**src/rtl/dot_seq.sv**
```systemverilog
// dot_seq: operand sequencer and result collector in front of a mac stage.
// Feeds accepted operand pairs to the mac, clears it on the first pair of
// each k_len-long dot product, and captures finished sums into a 2-entry FIFO.
// Optional: define DOT_SEQ_LAST_CHECK_EN to add in_last and a sticky len_err.
module dot_seq #(
    parameter int NBITS = 8,
    parameter int CNT_W = 8
) (
    input  logic               clk,
    input  logic               reset,
    input  logic [CNT_W-1:0]   k_len,
    input  logic               in_valid,
    output logic               in_ready,
    input  logic [NBITS-1:0]   in_a,
    input  logic [NBITS-1:0]   in_b,
    output logic [NBITS-1:0]   mac_a,
    output logic [NBITS-1:0]   mac_b,
    output logic               mac_clear,
    input  logic [2*NBITS-1:0] mac_acc,
    output logic               out_valid,
    input  logic               out_ready,
    output logic [2*NBITS-1:0] out_data,
    output logic [CNT_W-1:0]   out_count
`ifdef DOT_SEQ_LAST_CHECK_EN
    ,
    input  logic               in_last,
    output logic               len_err
`endif
);

    typedef enum logic {ST_FIRST, ST_BODY} state_t;

    state_t             state_q, state_d;
    logic [CNT_W-1:0]   len_q, len_d, idx_q, idx_d, cnt_q, cnt_d;
    logic               cap_q, cap_d;
    logic [1:0]         fcnt_q, fcnt_d;
    logic [2*NBITS-1:0] d0_q, d0_d, d1_q, d1_d;
    logic               accept, first, is_last, push, pop;
    logic [CNT_W-1:0]   k_eff, idx_nxt;
    logic [1:0]         wpos;

    assign first     = (state_q == ST_FIRST);
    assign k_eff     = (k_len == '0) ? CNT_W'(1) : k_len;
    assign idx_nxt   = first ? CNT_W'(1) : idx_q + CNT_W'(1);
    assign is_last   = (idx_nxt == (first ? k_eff : len_q));
    // A pending capture reserves a FIFO slot, so a capture never finds it full.
    assign in_ready  = reset && ((fcnt_q + 2'(cap_q)) < 2'd2);
    assign accept    = in_valid && in_ready;
    // Idle cycles feed zeros so the mac simply holds its sum across gaps.
    assign mac_a     = accept ? in_a : '0;
    assign mac_b     = accept ? in_b : '0;
    assign mac_clear = (accept && first) || !reset;
    assign push      = cap_q;
    assign out_valid = (fcnt_q != 2'd0);
    assign pop       = out_valid && out_ready;
    assign out_data  = d0_q;
    assign out_count = cnt_q;
    assign wpos      = fcnt_q - 2'(pop);

    // Next-state for product tracking and the result FIFO.
    always_comb begin
        state_d = accept ? (is_last ? ST_FIRST : ST_BODY) : state_q;
        idx_d   = accept ? idx_nxt : idx_q;
        len_d   = (accept && first) ? k_eff : len_q;
        cap_d   = accept && is_last;
        d0_d    = (push && wpos == 2'd0) ? mac_acc : (pop && fcnt_q == 2'd2) ? d1_q : d0_q;
        d1_d    = (push && wpos == 2'd1) ? mac_acc : d1_q;
        fcnt_d  = fcnt_q + 2'(push) - 2'(pop);
        cnt_d   = cnt_q + CNT_W'(push);
    end

    // State registers with synchronous active-low reset.
    always_ff @(posedge clk) begin
        if (!reset) begin
            state_q <= ST_FIRST;
            len_q   <= '0;
            idx_q   <= '0;
            cap_q   <= 1'b0;
            fcnt_q  <= 2'd0;
            d0_q    <= '0;
            d1_q    <= '0;
            cnt_q   <= '0;
        end else begin
            state_q <= state_d;
            len_q   <= len_d;
            idx_q   <= idx_d;
            cap_q   <= cap_d;
            fcnt_q  <= fcnt_d;
            d0_q    <= d0_d;
            d1_q    <= d1_d;
            cnt_q   <= cnt_d;
        end
    end

`ifdef DOT_SEQ_LAST_CHECK_EN
    logic err_q;
    assign len_err = err_q;
    // Sticky flag: in_last disagreed with the count-based last pair.
    always_ff @(posedge clk) begin
        if (!reset)
            err_q <= 1'b0;
        else
            err_q <= err_q | (accept && (in_last != is_last));
    end
`endif

endmodule

```
**config.mk**
```make
export PLATFORM = sky130hd
export DESIGN_NAME = dot_seq
export DESIGN_NICKNAME = d
export VERILOG_FILES = /design/src/rtl/dot_seq.sv
export SDC_FILE = /design/constraint.sdc
export NUM_CORES = 1
export LEC_CHECK = 0
export ABC_AREA = 1
export CAP_MARGIN = 20
export CORE_MARGIN = 5
export CORE_UTILIZATION = 48
export DETAILED_ROUTE_END_ITERATION = 6
export PLACE_DENSITY = 0.81
export SLEW_MARGIN = 15
export SYNTH_ARGS = -nofsm -noshare
export SYNTH_HDL_FRONTEND = slang
export SYNTH_SLANG_ARGS = --single-unit
```
**constraint.sdc**
```tcl
create_clock -name clk -period 2.2 [get_ports clk]
set_clock_uncertainty 0.2 [all_clocks]
set_input_delay 0.33 -clock clk [delete_from_list [all_inputs] [get_ports clk]]
set_output_delay 0.33 -clock clk [all_outputs]
set_load 0.1 [all_outputs]
```
---- Yosys cells after proc, flatten, opt, wreduce, memory -nomap -nowiden ----
Index checks and enable logic that the tools add are counted.
word-level totals
  bits in registers ....................... 60
  bits of input ports ..................... 44
  output and inout port bits .............. 43
  word-level logic and storage cells ...... 40
cells by class
  $add $sub $neg .......................... 5
  $lt $le $gt $ge ......................... 1
  equal/unequal tests ..................... 3
  muxes and demuxes ....................... 8
  bitwise logic cells ..................... 1
  reduce and logical (&&, ||, !) cells .... 14
operators by type and width
  kind                                                  count
  2-to-1 mux 8 bit                                      5
  2-to-1 mux 16 bit                                     2
  adder 8 x 1 -> 8 bit                                  1
  adder 8 x 1 -> 8 bit (second input constant)          1
  equality test 8 bit                                   1
  logical AND 1 bit                                     8
  zero test 8 bit                                       1
  nonzero test 2 bit                                    2
  subtractor 2 x 1 -> 2 bit                             2
  adder 2 x 1 -> 2 bit                                  1
  equality test 2 x 1 -> 1 bit (second input constant)  1
  equality test 2 bit (second input constant)           1
  zero test 2 bit                                       1
  < comparator 2 bit (second input constant)            1
  zero test 1 bit                                       1
  logical OR 1 bit                                      1
  2-to-1 mux 1 bit                                      1
  NOT 1 bit                                             1

---- Logic depth before layout (Yosys ltp) ----
  depth after elaboration ................. 6
  gate-level depth with buffers ........... 11
  gate-level depth less buffers ........... 11

---- Worst setup path after synthesis ----
Ideal clock, no wire load.
  kind .................................... register to output
  from .................................... register fcnt_q[0]
  to ...................................... output port mac_a[0]
  data arrival time ....................... 2.455 ns
  data required time ...................... 1.670 ns
  setup slack ............................. -0.785 ns
  cell stages (with the launch flop) ...... 9
  buffers on the path ..................... 1
  cells stage by stage .................... dfxtp_1 -> ha_1 -> inv_1 -> nand2_1 -> nand3_1 -> nor2_4 -> inv_1 -> clkbuf_1 -> nor2_1
between the ends
  word-level cells in the longest chain between the ends .. 5
ends and longest elaborated chain
  element                   line  RTL
  start: declaration        36    logic [1:0] fcnt_q, fcnt_d;
  start signal: assignment  88    fcnt_q <= fcnt_d;
  adder 2 x 1 -> 2 bit      47    assign in_ready = reset && ((fcnt_q + 2'(cap_q)) < 2'd2);
  < comparator 2 bit        47
  logical AND 1 bit         47
  logical AND 1 bit         48    assign accept = in_valid && in_ready;
  2-to-1 mux 8 bit          50    assign mac_a = accept ? in_a : '0;
  end: declaration          16    output logic [NBITS-1:0] mac_a,
Every way passes these cells.

---- Worst setup path in the final report ----
  from .................................... register fcnt_q[0]
  to ...................................... output port mac_b[5]
between the ends
  word-level cells in the longest chain between the ends .. 5
ends and longest elaborated chain
  element               line  RTL
  adder 2 x 1 -> 2 bit  47
  < comparator 2 bit    47
  logical AND 1 bit     47
  logical AND 1 bit     48
  2-to-1 mux 8 bit      51    assign mac_b = accept ? in_b : '0;
  end: declaration      17    output logic [NBITS-1:0] mac_b,
Every way passes these cells.

==> results.yml <==
cts:
  clock_path_buffers: 2
  path_clk_slew_ns: 0.07
  cts_tree: "yes"
  numCtsBuffers: 9
  cts_root_buf: "clkbuf_8"
  worst_skew_pair.late_latency_ns: 0.35
  cts_sinks: 60
  cts.htree.levels: 3
yosys:
  synthDistinctLibCells: 33
  syn_nets: 484
  mappedNetlistArea_mm2: 0.00303
  syn_inst: 434
  ys_ff_latch: 60
  synth_area_leaders: "dfxtp_1 40%, nor2_1 11%, nand2_1 7.4%"
  seq_area_frac_synth_pct: 39.7
  synth_area_leader_cell: "dfxtp_1"
  synth_top_area_share_pct: 39.7
  ys_warn_count: 0
  syn_avg_cell_area_um2: 6.97
route:
  post_drt_via_cell_ratio: 5.14
  wl_per_cell_um: 14.3
  drtIter0Drc: 202
  routed_wl_mm: 8.88
  firstDrtPassIters: 5
  drt_drc_violations_left: 0
  ant_nets: 0
  num_vias: 3197
cells_and_area:
  fin_util_pct: 75.2
  fill_cells: 447
  n_antenna_cell: 0
  final_nets: 591
  fin_cells: 622
  stdcell_area_mm2: 0.00469
  layout-drive-gt1-share_pct: 23.3
  syn_to_final_growth_pct: 55.1
sta:
  setup_tns_ns: -0.825
  max_freq_ghz: 0.440
  finalMaxSlewViolations: 0
  finalHoldViolations: 0
  finalSetupViolCount: 16
  setup_slack_ns: -0.0703
  fin_crit_ns: 2.27
  rsz0062_at_grt: "true"
  whs_ns: 0.270
  relSlewSlack_pct: 76.8
  fin_crit_sh_pct: 103
  tightest_slew_ns: 0.348
min_path:
  hp-class: "flop to flop"
run_status:
  status: "finished, violations left"
  failed_checks: "negative setup slack"
job:
  maxCapViolCount: 0
worst_setup_path:
  crit_path_start_kind: "flop"
  critPathMostFrequentCell: "nor2_4"
  required_ns: 1.67
  arrival_ns: 1.74
  worstPathCellList: "ha_4 -> inv_2 -> nand2_4 -> nand3_4 -> nor2_4 -> inv_4 -> buf_16 -> nor2_4 -> buf_12"
  critPathSlowestCell: "dfxtp_4"
  rrSetupSlack_ns: 0.12
  setup.worst_path.class: "flop to output port"
  critPathCaptureType: "output port"
  crit_path_max_incr_delay_ns: 0.36
  cp_max_fo: 6
placement:
  numPortBuffers: 86
  placedCellCount: 598
  pre_cts_ws_ns: -0.169
  gp_congestion: 0.905
  hpwl_mm: 6.09
  place_area_mm2: 0.00434
floorplan:
  io_pins: 87
  row_count: 29
  initial_core_util_pct: 48.5
  die-area_mm2: 0.00799
  dieWidth_um: 89.4
  die_h_um: 89.4
  core_mm2: 0.00624
global_route:
  antenna_found_initial: 0
  gr-total-overflow: 0
  grt_pass1_vias: 3080
  grt_pass1_wl_mm: 13.7
  grt_max_degree: 50
  grtUsageTotal_pct: 22.3
power_and_ir_drop:
  p_per_area_mw_per_mm2: 627
  p_leak_nw: 2.12
  peakVddDrop_uv: 624
  p_total_mw: 2.94
==> area by class of cell <==
class	count	area, um2	share of cell area (%)
multi-input cells	295	1680	35.9
repair buffers	114	1280	27.2
flip-flops and latches	60	1210	25.8
inverters	61	235	5.01
clock buffers	11	141	3.01
well taps	77	96.3	2.05
clock inverters	4	50.0	1.07
==> power by group <==
part	total, mW	internal, mW	switching [mW]	leakage (nW)
Sequential	1.14	1.11	0.0230	0.487
Clock	0.983	0.545	0.438	0.0914
Combinational	0.821	0.324	0.497	1.55
==> critical path, delay by kind of cell (launching register included) <==
kind	cells	cell delay (ns)
buffers and inverters	4	0.47
adders and majority gates	1	0.15
DFF	1	0.36
and+or+nand+nor	4	0.41
==> synth_stat cells (all sizes together) <==
| cell type | instances |
|---|---|
| nor2 | 91 |
| nand2 | 61 |
| dfxtp | 60 |
| inv | 59 |
| o21ai | 52 |
| nand3 | 23 |
| nor3 | 19 |
| mux2 | 16 |
| clkbuf | 10 |
| a21oi | 9 |
| buf | 8 |
| ha | 6 |
| nand4 | 4 |
| o22ai | 3 |
| clkinv | 2 |
| nand3b | 2 |
| o21bai | 2 |
| a211oi | 1 |
| a31oi | 1 |
| and2 | 1 |
| o21a | 1 |
| o32ai | 1 |
| xnor2 | 1 |
| xor2 | 1 |
==> registers in the layout, summed over array words and instances (netlist names) <==
signal     count
d1_q          16
state_q        1
idx_q          8
fcnt_q         2
out_count      8
out_data      16
cap_q          1
len_q          8
==> placed cells by master, fill, tap and decap left out, types with 4 or more instances in the layout <==
master	n
a21oi_1	9
buf_12	23
buf_4	45
clkbuf_8	10
clkdlybuf4s50_1	43
dfxtp_1	56
ha_1	5
inv_1	55
mux2_1	10
mux2_2	6
nand2_1	56
nand2_4	4
nand3_1	22
nand4_1	4
nor2_1	72
nor2_4	18
nor3_1	18
o21ai_0	41
o21ai_1	11
==> per-layer routing <==
layer	up-vias	part of all wire [%]	track usage, %
li1	1600	-	-
met4	0	2.7	9.88
met3	23	5.1	4.70
met1	1468	39	25.0
met2	106	54	40.2
met5	-	0	0
==> logic make-up after synthesis <==
| kind of cell | synth area share, % |
|---|---|
| xor gates and xnor gates | 0.579 |
| adders and majority gates | 2.48 |
| AOI/OAI and AO/OA | 12.4 |
| DFF | 39.7 |
| buffers and inverters | 10.5 |
| and+or+nand+nor | 28.4 |
| muxes | 5.95 |
==> what timing repair did <==
action	in CTS	in global routing
endpoints found under the setup margin	17	32
gates cloned	1	0
hold buffers	0	0
setup buffers	3	5
resized for setup	8	11
pin swaps	8	3
==> final timing paths <==
check	startpoint	end	cells after the start
setup / recovery	fcnt_q[0]	mac_b[5]	9
setup reg to reg	cap_q	out_count[6]	12
hold / removal	len_q[3]	len_q[3]	2
hold reg to reg	len_q[3]	len_q[3]	2
Note: power is estimated with default switching activity, not from simulation.
